--- config.mk ---
export PLATFORM = sky130hd
export DESIGN_NAME = mux8_rr_sched
export DESIGN_NICKNAME = d
export VERILOG_FILES = /design/src/rtl/mux8_sched_pkg.sv /design/src/rtl/rr_pick.sv /design/src/rtl/mux8_rr_sched.sv
export SDC_FILE = /design/constraint.sdc
export NUM_CORES = 1
export LEC_CHECK = 0
export ABC_AREA = 1
export ABC_CLOCK_PERIOD_IN_PS = 8000
export CORE_ASPECT_RATIO = 1.1
export CORE_MARGIN = 10
export CORE_UTILIZATION = 50
export DETAILED_ROUTE_END_ITERATION = 8
export GPL_TIMING_DRIVEN = 0
export PLACE_DENSITY = 0.83
export SLEW_MARGIN = 10
export SYNTH_ARGS = -nofsm -noshare
export SYNTH_HDL_FRONTEND = slang
export SYNTH_SLANG_ARGS = --single-unit
--- constraint.sdc ---
create_clock -name clk -period 8 [get_ports clk]
set_input_delay 0.8 -clock clk [delete_from_list [all_inputs] [get_ports clk]]
set_output_delay 0.8 -clock clk [all_outputs]
set_load 0.005 [all_outputs]
--- src/rtl/mux8_sched_pkg.sv ---
// Shared constants and state type for the 8-way round-robin
// burst scheduler.
package mux8_sched_pkg;
  localparam int N_REQ = 8;
  localparam int SEL_W = 3;
  localparam int CNT_W = 4;

  typedef enum logic {
    IDLE,
    GRANT
  } state_e;
endpackage

--- src/rtl/rr_pick.sv ---
// Round-robin picker: first set request at or after ptr,
// ascending with wrap 7->0.
module rr_pick
  import mux8_sched_pkg::*;
(
  input  logic [N_REQ-1:0] req,
  input  logic [SEL_W-1:0] ptr,
  output logic             found,
  output logic [SEL_W-1:0] idx
);

  logic [SEL_W-1:0] cand;

  always_comb begin
    found = 1'b0;
    idx   = '0;
    cand  = '0;
    for (int i = 0; i < N_REQ; i++) begin
      cand = ptr + SEL_W'(i);
      if (!found && req[cand]) begin
        found = 1'b1;
        idx   = cand;
      end
    end
  end

endmodule

--- src/rtl/mux8_rr_sched.sv ---
// 8:1 bit mux with round-robin grant and bounded bursts;
// grant, select and data are all registered.
module mux8_rr_sched
  import mux8_sched_pkg::*;
#(
  parameter int MAX_BURST = 4
) (
  input  logic             clk,
  input  logic             rst,
  input  logic [N_REQ-1:0] req,
  input  logic [N_REQ-1:0] din,
  output logic [N_REQ-1:0] gnt,
  output logic [SEL_W-1:0] sel,
  output logic             busy,
  output logic             dout,
  output logic             dvalid
);

  localparam logic [CNT_W-1:0] MAX_CNT = CNT_W'(MAX_BURST);

  state_e           state_q, state_d;
  logic [SEL_W-1:0] sel_q, sel_d;
  logic [SEL_W-1:0] ptr_q, ptr_d;
  logic [CNT_W-1:0] cnt_q, cnt_d;
  logic [N_REQ-1:0] gnt_q, gnt_d;
  logic             dout_q, dout_d;
  logic             dvalid_q, dvalid_d;

  logic [SEL_W-1:0] nxt_sel;
  logic [SEL_W-1:0] pick_ptr;
  logic [SEL_W-1:0] pick_idx;
  logic             pick_found;
  logic [CNT_W-1:0] cnt_inc;
  logic             xfer;
  logic             rel;

  assign nxt_sel = sel_q + SEL_W'(1);
  assign cnt_inc = cnt_q + CNT_W'(1);
  assign xfer    = (state_q == GRANT) && req[sel_q];
  assign rel     = (state_q == GRANT) &&
                   (!req[sel_q] || (cnt_inc == MAX_CNT));

  // Starting one past the holder makes it the last candidate.
  assign pick_ptr = (state_q == GRANT) ? nxt_sel : ptr_q;

  rr_pick u_pick (
    .req   (req),
    .ptr   (pick_ptr),
    .found (pick_found),
    .idx   (pick_idx)
  );

  always_comb begin
    state_d  = state_q;
    sel_d    = sel_q;
    ptr_d    = ptr_q;
    cnt_d    = cnt_q;
    dout_d   = dout_q;
    dvalid_d = 1'b0;
    unique case (state_q)
      IDLE: begin
        if (pick_found) begin
          state_d = GRANT;
          sel_d   = pick_idx;
          cnt_d   = '0;
        end
      end
      GRANT: begin
        if (xfer) begin
          dout_d   = din[sel_q];
          dvalid_d = 1'b1;
          cnt_d    = cnt_inc;
        end
        if (rel) begin
          ptr_d = nxt_sel;
          cnt_d = '0;
          if (pick_found) begin
            sel_d = pick_idx;
          end else begin
            state_d = IDLE;
          end
        end
      end
    endcase
    gnt_d = (state_d == GRANT) ? (N_REQ'(1) << sel_d) : '0;
  end

  always_ff @(posedge clk or posedge rst) begin
    if (rst) begin
      state_q  <= IDLE;
      sel_q    <= '0;
      ptr_q    <= '0;
      cnt_q    <= '0;
      gnt_q    <= '0;
      dout_q   <= 1'b0;
      dvalid_q <= 1'b0;
    end else begin
      state_q  <= state_d;
      sel_q    <= sel_d;
      ptr_q    <= ptr_d;
      cnt_q    <= cnt_d;
      gnt_q    <= gnt_d;
      dout_q   <= dout_d;
      dvalid_q <= dvalid_d;
    end
  end

  assign gnt    = gnt_q;
  assign sel    = sel_q;
  assign busy   = (state_q == GRANT);
  assign dout   = dout_q;
  assign dvalid = dvalid_q;

endmodule

# After elaboration in Yosys (flattened, before gate mapping)
# Cells that the tools add are included.
totals:
  regBits: 21
  latch_bits: 0
  mem_bits_rw: 0
  romBits: 0
  in_bits: 18
  out_inout_bits: 14
  elab_cells: 101
  mem_count: 0
classes:
  n_addsub: 9
  multipliers: 0
  div_mod_pow: 0
  order_cmp: 9
  eq_ne: 3
  n_shift: 1
  mux: 50
  bitwise_logic: 1
  n_reduce_logical: 21
op_table:
  columns: ["cell", "count"]
  rows:
  - ["$lt A3 B4 Y1 const B", 9]
  - ["$mux W3", 11]
  - ["$bmux W1 S3", 10]
  - ["$mux W1", 22]
  - ["$add A3 B3 Y3 const B", 4]
  - ["$mux W4", 3]
  - ["$logic_and A1 B1 Y1", 9]
  - ["$logic_not A1 Y1", 8]
  - ["$mux W8", 1]
  - ["$pmux W4 S2", 1]
  - ["$shl A1 B3 Y8 const A", 1]
  - ["$add A3 B1 Y3 const B", 2]
  - ["$add A3 B2 Y3 const B", 2]
  - ["$pmux W3 S2", 1]
  - ["$reduce_and A2 Y1", 3]
  - ["$add A4 B1 Y4 const B", 1]
  - ["$eq A4 B3 Y1 const B", 1]
  - ["$ne A3 B1 Y1 const B", 1]
  - ["$ne A2 B2 Y1 const B", 1]
  - ["$pmux W1 S2", 1]
  - ["$logic_or A1 B1 Y1", 1]
  - ["$not A1 Y1", 1]

# Longest topological paths before layout
depth:
  word_depth: 31
  ltp_mapped: 22
  depth_no_buf: 20

# By module
# Synthesis repeated with hierarchy kept, for this count alone.
unflattened:
  cells_unflattened: 284
  area_unflattened_um2: 2082.0
by_module_without_submodules:
  columns: ["module", "instances", "cells_each", "area_each_um2", "seq_area_each_um2"]
  rows:
  - ["mux8_rr_sched", 1, 149, 1182.4, 525.5]
  - ["rr_pick", 1, 135, 899.6, 0.0]

# Worst setup path after synthesis
# Ideal clock, no wire load.
synth_timing:
  kind: "reg2reg"
  start: "register sel_q[0], in the netlist sel[0]"
  end: "register gnt_q[6], in the netlist gnt[6]"
  setup_time_ns: 0.072
  arrival_time_ns: 2.871
  setup_slack_ns: 5.057
  path_stages_with_launch: 21
  path_buffers: 1
  synth_period_minus_slack_ns: 2.943
  cell_sequence: "dfrtp_1 > ha_1 > nand2_2 > nand2_8 > buf_4 > ha_1 > inv_1 > nand3_1 > nand2_1 > nand2_1 > nand2_4 > nand2_4 > nor2_8 > nand3_4 > nor2_4 > nand3_4 > a21oi_2 > inv_1 > nand2_1 > nand2_1 > nor2_1"
synth_via:
  elab_chain_len: 31
  word_cells_on_any_way: 68
  classes_between: "8 x add/sub; 1 x shift; 42 x mux; 17 x reduce/logical"
synth_lines:
  columns: ["element", "line", "source"]
  rows:
  - ["from (decl)", "mux8_rr_sched.sv:22", "logic [SEL_W-1:0] sel_q, sel_d;"]
  - ["from (signal assigned)", "mux8_rr_sched.sv:99", "sel_q <= sel_d;"]
  - ["$add A3 B1 Y3 *", "mux8_rr_sched.sv:37", "assign nxt_sel = sel_q + SEL_W'(1);"]
  - ["named net nxt_sel[1]", "mux8_rr_sched.sv:29", "logic [SEL_W-1:0] nxt_sel;"]
  - ["$mux W3 *", "mux8_rr_sched.sv:44", "assign pick_ptr = (state_q == GRANT) ? nxt_sel : ptr_q;"]
  - ["branches (longest 28 deep; another with $add A3 B1 Y3)", null, null]
  - ["$mux W8 *", "mux8_rr_sched.sv:85", "gnt_d = (state_d == GRANT) ? (N_REQ'(1) << sel_d) : '0;"]
  - ["named net gnt_d[6]", "mux8_rr_sched.sv:25", "logic [N_REQ-1:0] gnt_q, gnt_d;"]
  - ["to (signal assigned)", "mux8_rr_sched.sv:102", "gnt_q <= gnt_d;"]
  - ["to (decl)", "mux8_rr_sched.sv:25", null]
# Mark *: on every way through the listed nets, which the timed path passes. The select of a mux whose other input is x is not followed.
# A chain may end at the register's enable or synchronous reset.

# Worst setup path after layout
layout_timing:
  start: "register sel_q[0], in the netlist sel[0]"
  end: "register gnt_q[0], in the netlist gnt[0]"
# The elaborated chain is that of the path after synthesis.

==> results.toml <==
[outcome]
status = "finished clean"

[yosys]
yosys_warnings = 0
synth_top_family_by_area = "simple AND/OR/NAND/NOR gates"
synth_cell_types = 32
syn_avg_cell_area_um2 = 6.46
synth_top_area_share_pct = 23.7
yosysMostFrequentCell = "nand2_1"
ys_seq_area_share_pct = 23.7
synth_flop_cell = "dfrtp_1"
synth_compound_area_share_pct = 8.06
synth_top_area_cell = "dfrtp_1"
synthTopCellsByCount = "107 x nand2_1, 62 x nand3_1, 32 x inv_1"
syn_area_um2 = 2220
ys_ff_latch = 21
synth-edff-count = 0
synthArstFlopShare_pct = 100
syn_nets = 366
synthCells = 344
synth-simple-area-share_pct = 54.7
muxShareOfSynthArea_pct = 0.507
synthTopCellsByArea = "dfrtp_1 24%, nand2_1 18%, nand3_1 14%, inv_1 5.4%, nor2_1 4.7%"
synth-xor-area-share_pct = 0.789
synthAdderAreaFrac_pct = 2.25

[clock_network]
clk_latency_ns = 0.26
holdBufCountCts = 0
ctsLongestPathBuffers = 2
cts_resized = 0
cts-root-buf = "clkbuf_8"
cts_buffers = 3
h-tree-depth = 1
cts_sinks = 21
cts_tree = "yes"
cts_setup_buffers = 0
path_clk_slew_ns = 0.08

[sta]
finalCritPeriodShare_pct = 43.1
fmax_mhz = 290
rsz0062_at_grt = "false"
final-hold-violation-count = 0
fin_crit_ns = 3.45
tightestPinTransition_ns = 0.772
slew_violations = 0
clock_skew_ns = 0.00453
tns_ns = 0
slew_headroom_pct = 48.5
setup_viol = 0

[critical_path]
reg2reg_from = "sel[0]"
cp-start-kind = "flip-flop"
reg2reg_slack_ns = 4.55
reg2reg_depth = 21
cp.arrival_ns = 3.60
worst_setup_path_end_kind = "flip-flop"
crit_type = "flip-flop to flip-flop"
r2r-end = "gnt[0]"
critPathMaxFanout = 10
cp-startpoint = "sel[0]"
required_ns = 8.15

[route]
post-route-drc-count = 0
drtAntennaViolNets = 0
drt-total-wl_mm = 6.19
via_count = 2396
vias_per_cell = 5.53
drt_iter0_markers = 306
dr.pass1.iters = 5
post_drt_wl_per_cell_um = 14.3

[finish]
final_nets = 402
syn2layout_area_growth_pct = 19.1
antenna_cells = 0
drive_gt1_share_pct = 14.8

[placement]
dp_hpwl_mm = 4.83
routabilityCongestion = 0.957
io_buffers = 31

[die]
die_x_um = 83.5
pin_count = 32
core_area_um2 = 4290
start_util_pct = 51.8
die_y_um = 89.9
placementRows = 25
dieArea_um2 = 7510

[hold_path]
hold-path-endpoint = "cnt_q[1]"
hold_start = "cnt_q[1]"
hold_path_depth = 1
hp-class = "flip-flop to flip-flop"

[global_routing]
grt_pass1_vias = 2299
grt_usage_pct = 16.0
grt_pass1_wl_mm = 10.5
grt_max_degree = 22
grt_antenna_before_repair = 0
grt_overflow_total = 0

[run]
maxCapViolations = 0
==> placed cells by master (no fill, tap or decap), types with 2 or more instances in the layout <==
| master | n |
|---|---|
| a21oi_1 | 8 |
| buf_6 | 5 |
| clkbuf_8 | 3 |
| clkdlybuf4s50_1 | 31 |
| dfrtp_1 | 21 |
| ha_1 | 4 |
| inv_1 | 32 |
| inv_2 | 6 |
| inv_4 | 2 |
| nand2_1 | 107 |
| nand2_2 | 13 |
| nand2_4 | 8 |
| nand3_1 | 62 |
| nand3_2 | 8 |
| nand3_4 | 3 |
| nand4_1 | 6 |
| nor2_1 | 28 |
| o21ai_0 | 12 |
| o22ai_1 | 4 |
==> cell type report <==
cell class                      count  area, µm²
Fill cell                         385       1640
Multi-Input combinational cell    276       1470
Sequential cell                    21        526
Timing Repair Buffer               31        310
Inverter                           40        155
Buffer                              7       67.6
Tap cell                           54       67.6
Clock buffer                        3       41.3
Clock inverter                      1       5.00
==> worst max path at each step <==
stage / to / depth (start not counted)
3_3_place_gp: gnt[0] / 21
2_1_floorplan: gnt[6] / 20
4_1_cts: gnt[0] / 21
6_report: gnt[0] / 21
5_1_grt: gnt[0] / 19
3_5_place_dp: gnt[0] / 21
==> sequential cells by signal (all words and copies together) (netlist names) <==
signal,cells
sel,3
ptr_q,3
gnt,8
dout,1
cnt_q,4
busy,1
dvalid,1
==> metal layers <==
layer,wire length (µm),global-route usage (%),up-vias
met2,2980,26.9,102
li1,-,-,1196
met5,0,0,-
met3,427,3.25,22
met1,2600,19.1,1076
met4,188,7.12,0
==> worst max-delay path, stage by stage, from the launching register on <==
cell	delay [ns]
dfrtp_1	0.50
ha_1	0.37
nand2_2	0.12
nand2_8	0.09
buf_4	0.18
ha_1	0.41
inv_1	0.21
nand3_1	0.10
nand2_1	0.10
nand2_1	0.10
nand2_4	0.11
nand2_4	0.07
nor2_8	0.11
nand3_4	0.08
nor2_4	0.14
nand3_4	0.12
nand2_4	0.11
nor2_1	0.05
nand2_1	0.08
nand2_1	0.07
nand2_1	0.15
nor2_1	0.07
==> stage by stage <==
step | cells | area, µm² | setup slack, ns | utilization [%] | hold WS (ns)
after CTS | 433 | 2650 | 4.58 | 61.7 | 0.535
after global routing | 433 | 2650 | 4.23 | 61.7 | 0.560
after global placement | 429 | 2600 | 4.61 | 60.6 | 0.508
after floorplan | 344 | 2220 | 5.06 | - | 0.490
after detailed placement | 429 | 2600 | 4.60 | 60.6 | 0.518
final | 433 | 2650 | 4.55 | 61.7 | 0.537
==> cell families (layout without fill, tap and decap cells) <==
logic type                 count (synthesis)  count (layout)
and+or+nand+nor                          239             239
buffers and inverters                     47              82
AOI/OAI and AO/OA                         30              30
DFF                                       21              21
adders and majority gates                  4               4
xor gates and xnor gates                   2               2
muxes                                      1               1
Power is not shown: default switching activity piles up to over one toggle a cycle in this logic, so the estimate is an artifact.
